[config.mk]
export PLATFORM = sky130hd
export DESIGN_NAME = dice_scorer
export DESIGN_NICKNAME = d
export VERILOG_FILES = /design/src/rtl/dice_scorer.sv
export SDC_FILE = /design/constraint.sdc
export NUM_CORES = 1
export LEC_CHECK = 0
export CAP_MARGIN = 30
export CELL_PAD_IN_SITES_DETAIL_PLACEMENT = 0
export CELL_PAD_IN_SITES_GLOBAL_PLACEMENT = 1
export CORE_ASPECT_RATIO = 2
export CORE_MARGIN = 3
export CORE_UTILIZATION = 43
export DETAILED_ROUTE_END_ITERATION = 16
export MAX_ROUTING_LAYER = met4
export PLACE_DENSITY = 0.88
export SYNTH_ARGS = -nofsm -noshare
export SYNTH_HDL_FRONTEND = slang
export SYNTH_SLANG_ARGS = --single-unit
[constraint.sdc]
create_clock -name clk -period 3.61 [get_ports clk]
set_input_delay 0.5415 -clock clk [delete_from_list [all_inputs] [get_ports clk]]
set_output_delay 0.5415 -clock clk [all_outputs]
set_load 0.02 [all_outputs]
[src/rtl/dice_scorer.sv]
// Game-state tracker for the electronic dice: captures the settled face on each
// button release and maintains histogram, running total, doubles and game-over.
module dice_scorer #(
  parameter int MIN_HOLD = 4,
  parameter int CNT_W    = 8,
  parameter int TOTAL_W  = 10,
  parameter int TARGET   = 20
) (
  input  logic               clk,
  input  logic               rst,
  input  logic               button,
  input  logic [2:0]         throw,
  input  logic [2:0]         sel,
  output logic [2:0]         result,
  output logic               result_valid,
  output logic               double,
  output logic               short_roll,
  output logic               error,
  output logic [TOTAL_W-1:0] total,
  output logic [CNT_W-1:0]   sel_count,
  output logic               game_over
);

  // state   | meaning
  // IDLE    | button low, waiting for a press
  // ROLLING | button held, counting hold cycles
  // DONE    | target reached, inputs ignored until rst
  typedef enum logic [1:0] {IDLE, ROLLING, DONE} state_t;

  localparam int                 HW  = $clog2(MIN_HOLD + 1);
  localparam logic [HW-1:0]      HMX = HW'(MIN_HOLD);
  localparam logic [TOTAL_W-1:0] TGT = TOTAL_W'(TARGET);

  state_t             state;
  logic [HW-1:0]      hold_cnt;
  logic [CNT_W-1:0]   count [0:7];
  logic [TOTAL_W:0]   sum_raw;
  logic [TOTAL_W-1:0] sum_sat;
  logic               face_ok;

  assign sum_raw = {1'b0, total} + (TOTAL_W + 1)'(throw);
  assign sum_sat = sum_raw[TOTAL_W] ? '1 : sum_raw[TOTAL_W-1:0];
  assign face_ok = (throw != 3'd0) && (throw != 3'd7);

  // Entries 0 and 7 are never written, so they stay at zero.
  always_comb begin
    sel_count = '0;
    if (sel != 3'd0 && sel != 3'd7) sel_count = count[sel];
  end

  always_ff @(posedge clk) begin
    if (rst) begin
      state        <= IDLE;
      hold_cnt     <= '0;
      result       <= '0;
      result_valid <= 1'b0;
      double       <= 1'b0;
      short_roll   <= 1'b0;
      error        <= 1'b0;
      total        <= '0;
      game_over    <= 1'b0;
      for (int i = 0; i < 8; i++) count[i] <= '0;
    end else begin
      result_valid <= 1'b0;
      short_roll   <= 1'b0;
      error        <= 1'b0;
      case (state)
        IDLE: begin
          if (button) begin
            state    <= ROLLING;
            hold_cnt <= HW'(1);
          end
        end
        ROLLING: begin
          if (button) begin
            if (hold_cnt != HMX) hold_cnt <= hold_cnt + HW'(1);
          end else begin
            state    <= IDLE;
            hold_cnt <= '0;
            if (hold_cnt < HMX) begin
              short_roll <= 1'b1;
            end else if (!face_ok) begin
              error <= 1'b1;
            end else begin
              // result still holds the previous accepted face (0 after reset)
              double       <= (throw == result);
              result       <= throw;
              result_valid <= 1'b1;
              total        <= sum_sat;
              if (count[throw] != '1) count[throw] <= count[throw] + CNT_W'(1);
              if (sum_sat >= TGT) begin
                game_over <= 1'b1;
                state     <= DONE;
              end
            end
          end
        end
        default: state <= DONE;
      endcase
    end
  end

endmodule

# Yosys cells after proc, flatten, opt, wreduce, memory -nomap -nowiden
# Memories as Yosys holds them, arrays and structs flattened.
# Index checks and enable logic that the tools add are counted.
[classes]
n_eq_ne = 9
bitwise = 3
add_sub_neg = 3
muxes = 27
reduce_logical = 13
order_cmp = 2
[op_table]
columns = ["cell", "n"]
rows = [
  ["2-to-1 mux 8 bit", 2],
  ["2-to-1 mux 1 bit", 13],
  ["2-to-1 mux 3 bit", 4],
  ["inequality test 3 bit, second input constant", 4],
  ["adder 10 x 3 -> 11 bit", 1],
  ["greater-or-equal comparator 10 x 5 -> 1 bit, second input constant", 1],
  ["2-to-1 mux 10 bit", 1],
  ["2-to-1 mux 2 bit", 5],
  ["adder 8 x 1 -> 8 bit, second input constant", 1],
  ["inequality test 8 bit, second input constant", 1],
  ["OR reduction 8 bit", 1],
  ["case mux 3 bit (2 select lines)", 1],
  ["nonzero test 3 bit", 2],
  ["AND reduction 5 bit", 1],
  ["inequality test 2 bit, second input constant", 2],
  ["case mux 2 bit (2 select lines)", 1],
  ["AND reduction 4 bit", 1],
  ["OR reduction 4 bit", 1],
  ["adder 3 x 1 -> 3 bit, second input constant", 1],
  ["== test 3 bit", 1],
  ["less-than comparator 3 bit, second input constant", 1],
  ["inverter 1 bit", 3],
  ["AND reduction 3 bit", 1],
  ["OR reduction 3 bit", 1],
  ["5 further kinds", 6],
]
[word_totals]
in_bits = 9
reg_bits = 23
n_memories = 1
ramBits = 64
[mem_list]
columns = ["memory", "words", "word_bits", "read_ports", "rd_clocked_by_memory_dff", "wr", "line", "rtl"]
rows = [
  ["count", 8, 8, 2, 0, 8, "36", "logic [CNT_W-1:0] count [0:7];"],
]

# Longest topological paths before layout
# An unclocked memory read counts as a cell.
[logic_depth]
word_depth = 11
mapped_depth = 14
mapped_depth_nobuf = 9

# Least setup slack after synthesis
# No wires, ideal clock.
[synth_path]
path_type = "input-to-reg"
from = "input port throw[2]"
to = "memory count[1][0], enable pin"
setup_time_ps = 307
cell_stages = 12
path_slack_ps = 159
arrival_time_ps = 3144
cell_sequence = "buf_2 > buf_2 > buf_2 > or3b_2 > a21oi_1 > a221o_1 > ha_1 > inv_1 > nor4_1 > nor3b_1 > buf_2 > o21bai_1"
[synth_rtl]
columns = ["item", "line", "rtl"]
rows = [
  ["from (decl)", "12", "input logic [2:0] throw,"],
  ["to (decl)", "36", ""],
]

==> impl_metrics.env <==
export IMPL_hold_start="game_over$_SDFFE_PP0P_"
export IMPL_multi_input_area_um2=2230
export IMPL_ant_nets=0
export IMPL_gp_congestion=1.05
export IMPL_hold_violations=0
export IMPL_postSynth_asyncResetShare=0
export IMPL_initial_core_util=0.446
export IMPL_critPathArrivalTime_ps=3320
export IMPL_max_freq_mhz=311
export IMPL_overflow=0
export IMPL_yosys_warnings=0
export IMPL_syn_to_final_growth_pct=22.0
export IMPL_preCtsSetupSlack_ps=65.4
export IMPL_drc=0
export IMPL_tns_ps=0
export IMPL_synth_cells=437
export IMPL_cts_resized=0
export IMPL_final_cell_count_no_fill=645
export IMPL_syn_avg_cell_area_um2=10.9
export IMPL_synth_seq_area_share=0.500
export IMPL_clock_path_buffers=2
export IMPL_hold_buffers=0
export IMPL_rows=53
export IMPL_nNetsFinal=519
export IMPL_fp_dieH_um=155
export IMPL_critPathMaxStageDelay_ps=500
export IMPL_period_needed_ps=3220
export IMPL_setup_viol=0
export IMPL_io_buffers=34
export IMPL_peakVddDrop_mv=0.286
export IMPL_reg2reg_from="count[2][1]$_SDFFCE_PN0P_"
export IMPL_drv_cap=0
export IMPL_vias=3860
export IMPL_grt_max_degree=43
export IMPL_synthFlopType="edfxtp_1"
export IMPL_finClkSkew_ps=9.33
export IMPL_dp_cells=629
export IMPL_r2r_end="count[1][1]$_SDFFCE_PN0P_"
export IMPL_whs_ps=467
export IMPL_ys_types=59
export IMPL_powerDensity_nw_per_um2=407
export IMPL_grt_pass1_wl_um=21100
export IMPL_slew_violations=0
export IMPL_final_common_cell="edfxtp_1"
export IMPL_clock_sinks=87
export IMPL_totalWireLength_um=13700
export IMPL_status="finished clean"
export IMPL_cts_root_buf="clkbuf_16"
export IMPL_crit_path_top_delay_cell="clkdlybuf4s50_1"
export IMPL_relSlewSlack=0.556
export IMPL_critPathLaunchType="input pin"
export IMPL_criticalPathCategory="input pin to flop"
export IMPL_crit_required_ps=3710
export IMPL_fin_ws_ps=389
export IMPL_insertion_delay_ps=340
export IMPL_drive_above_1_share=0.169
export IMPL_grt_pass1_vias=3906
export IMPL_dieArea_um2=12500
export IMPL_core_um2=10700
export IMPL_antenna_found_initial=0
export IMPL_layout_common_cells="64 x edfxtp_1, 56 x nor2_1, 43 x buf_4"
export IMPL_synth_edf_count=64
export IMPL_die_w_um=80.4
export IMPL_leakage_nw=2.10
export IMPL_dpl_hpwl_um=10500
export IMPL_cp_end_kind="flop"
export IMPL_grtUsageTotal=0.238
export IMPL_n_fill_cell=918
export IMPL_routedWlPerCell_um=21.2
export IMPL_syn_area_um2=4760
export IMPL_ys_ff_latch=87
export IMPL_cts_setup_buffers=0
export IMPL_hold_path_cell_count=2
export IMPL_crit_chain="clkdlybuf4s50_1, buf_4, o311ai_0, a221o_1, ha_1, inv_1, nor4_1, nor3b_2, buf_4, o21bai_1, buf_4"
export IMPL_ios=35
export IMPL_min_to="game_over$_SDFFE_PP0P_"
export IMPL_cpMostUsedCell="buf_4"
export IMPL_period_share=0.892
export IMPL_diodes=0
export IMPL_cts_clk_slew_worst_paths_ps=70
export IMPL_cts_tree="built"
export IMPL_firstDrtPassIters=5
export IMPL_r2r_cells=10
export IMPL_cts_htree_levels=3
export IMPL_via_per_inst=5.98
export IMPL_seqCellArea_um2=2380
export IMPL_reg2reg_slack_ps=830
export IMPL_cp_max_fo=16
export IMPL_cts_buffers=9
export IMPL_worst_slew_pin_slew_ps=661
export IMPL_rsz0062_at_grt="false"
export IMPL_drt_iter0_drc=307
export IMPL_hp_class="flop to flop"
synth_stat cells (all sizes together), types with 3 or more instances:
| cell type | count | area (um2) |
|---|---|---|
| o22a | 4 | 35.0 |
| a221oi | 6 | 52.6 |
| o21ai | 6 | 30.0 |
| or3 | 4 | 25.0 |
| nand2 | 22 | 82.6 |
| o22ai | 3 | 18.8 |
| a211oi | 7 | 57.6 |
| mux4 | 13 | 293 |
| nor2 | 56 | 210 |
| and3 | 3 | 18.8 |
| and2 | 4 | 25.0 |
| buf | 14 | 85.1 |
| dfxtp | 23 | 460 |
| ha | 6 | 75.1 |
| or2 | 5 | 33.8 |
| xnor2 | 8 | 70.1 |
| mux2 | 6 | 71.3 |
| nor2b | 12 | 75.1 |
| clkbuf | 25 | 93.8 |
| nor3b | 4 | 30.0 |
| a311oi | 7 | 61.3 |
| nand3 | 11 | 55.1 |
| nand4 | 5 | 31.3 |
| a31oi | 6 | 37.5 |
| xor2 | 5 | 43.8 |
| o21bai | 5 | 37.5 |
| nor3 | 24 | 120 |
| mux2i | 22 | 220 |
| inv | 7 | 26.3 |
| nand2b | 8 | 50.1 |
| a21oi | 13 | 65.1 |
| edfxtp | 64 | 1920 |
per-stage QoR:
step / power, mW / cell area, um2 / utilization
final: 2.37 / 5810 / 0.544
after global routing: 2.45 / 5810 / 0.544
after CTS: 2.38 / 5810 / 0.544
after detailed placement: 1.46 / 5520 / 0.517
after global placement: 1.46 / 5520 / 0.517
after floorplan: 1.33 / 4820 / -
worst max-delay path: cells and delay by family:
kind                       cells  cell delay, ps
buffers and inverters          5            1240
adders and majority gates      1             190
and+or+nand+nor                2             620
AOI/OAI and AO/OA              3             720
layout make-up:
cell class | instances | share of cell area
sequential | 87 | 0.410
multi-input combinational | 318 | 0.384
timing repair buffer | 79 | 0.120
clock buffer | 10 | 0.0394
tap | 137 | 0.0295
clock inverter | 6 | 0.0116
inverter | 8 | 0.00517
per-layer routing:
layer	vias to the layer above	track usage	wire, um
li1	1750	-	-
met1	1853	0.228	4520
met3	66	0.0458	638
met2	191	0.415	7390
met5	-	-	0
met4	0	0.168	1120
flip-flops by register name, summed over array words and instances, names as in the netlist:
signal        flops
result_valid      1
short_roll        1
total            10
double            1
result            3
game_over         1
count            64
hold_cnt          3
state             2
error             1
where the power goes:
| part | internal [mW] | leakage, nW | switching [mW] | total, mW |
|---|---|---|---|---|
| Combinational | 0.141 | 1.12 | 0.169 | 0.310 |
| Sequential | 1.11 | 0.838 | 0.0260 | 1.13 |
| Clock | 0.540 | 0.141 | 0.383 | 0.923 |
how the worst max path moves through the flow:
stage                  start                         to  slack [ps]  cells past startpoint
floorplan           throw[2]  count[1][0]$_SDFFCE_PN0P_         160                     12
global placement    throw[2]  count[4][2]$_SDFFCE_PN0P_         140                     12
detailed placement  throw[2]  count[1][1]$_SDFFCE_PN0P_          70                     11
CTS                 throw[2]  count[1][1]$_SDFFCE_PN0P_         410                     11
global route        throw[2]  count[4][7]$_SDFFCE_PN0P_         210                     11
finish              throw[2]  count[1][1]$_SDFFCE_PN0P_         390                     11
logic make-up after synthesis:
group | after synthesis | share of synthesized area
and+or+nand+nor | 165 | 0.171
DFF | 87 | 0.500
AOI/OAI and AO/OA | 76 | 0.118
buffers and inverters | 47 | 0.0439
muxes | 41 | 0.123
xor gates and xnor gates | 13 | 0.0239
adders and majority gates | 7 | 0.0200
other | 1 | 0.000787
Note: power is estimated with default switching activity, not from simulation.
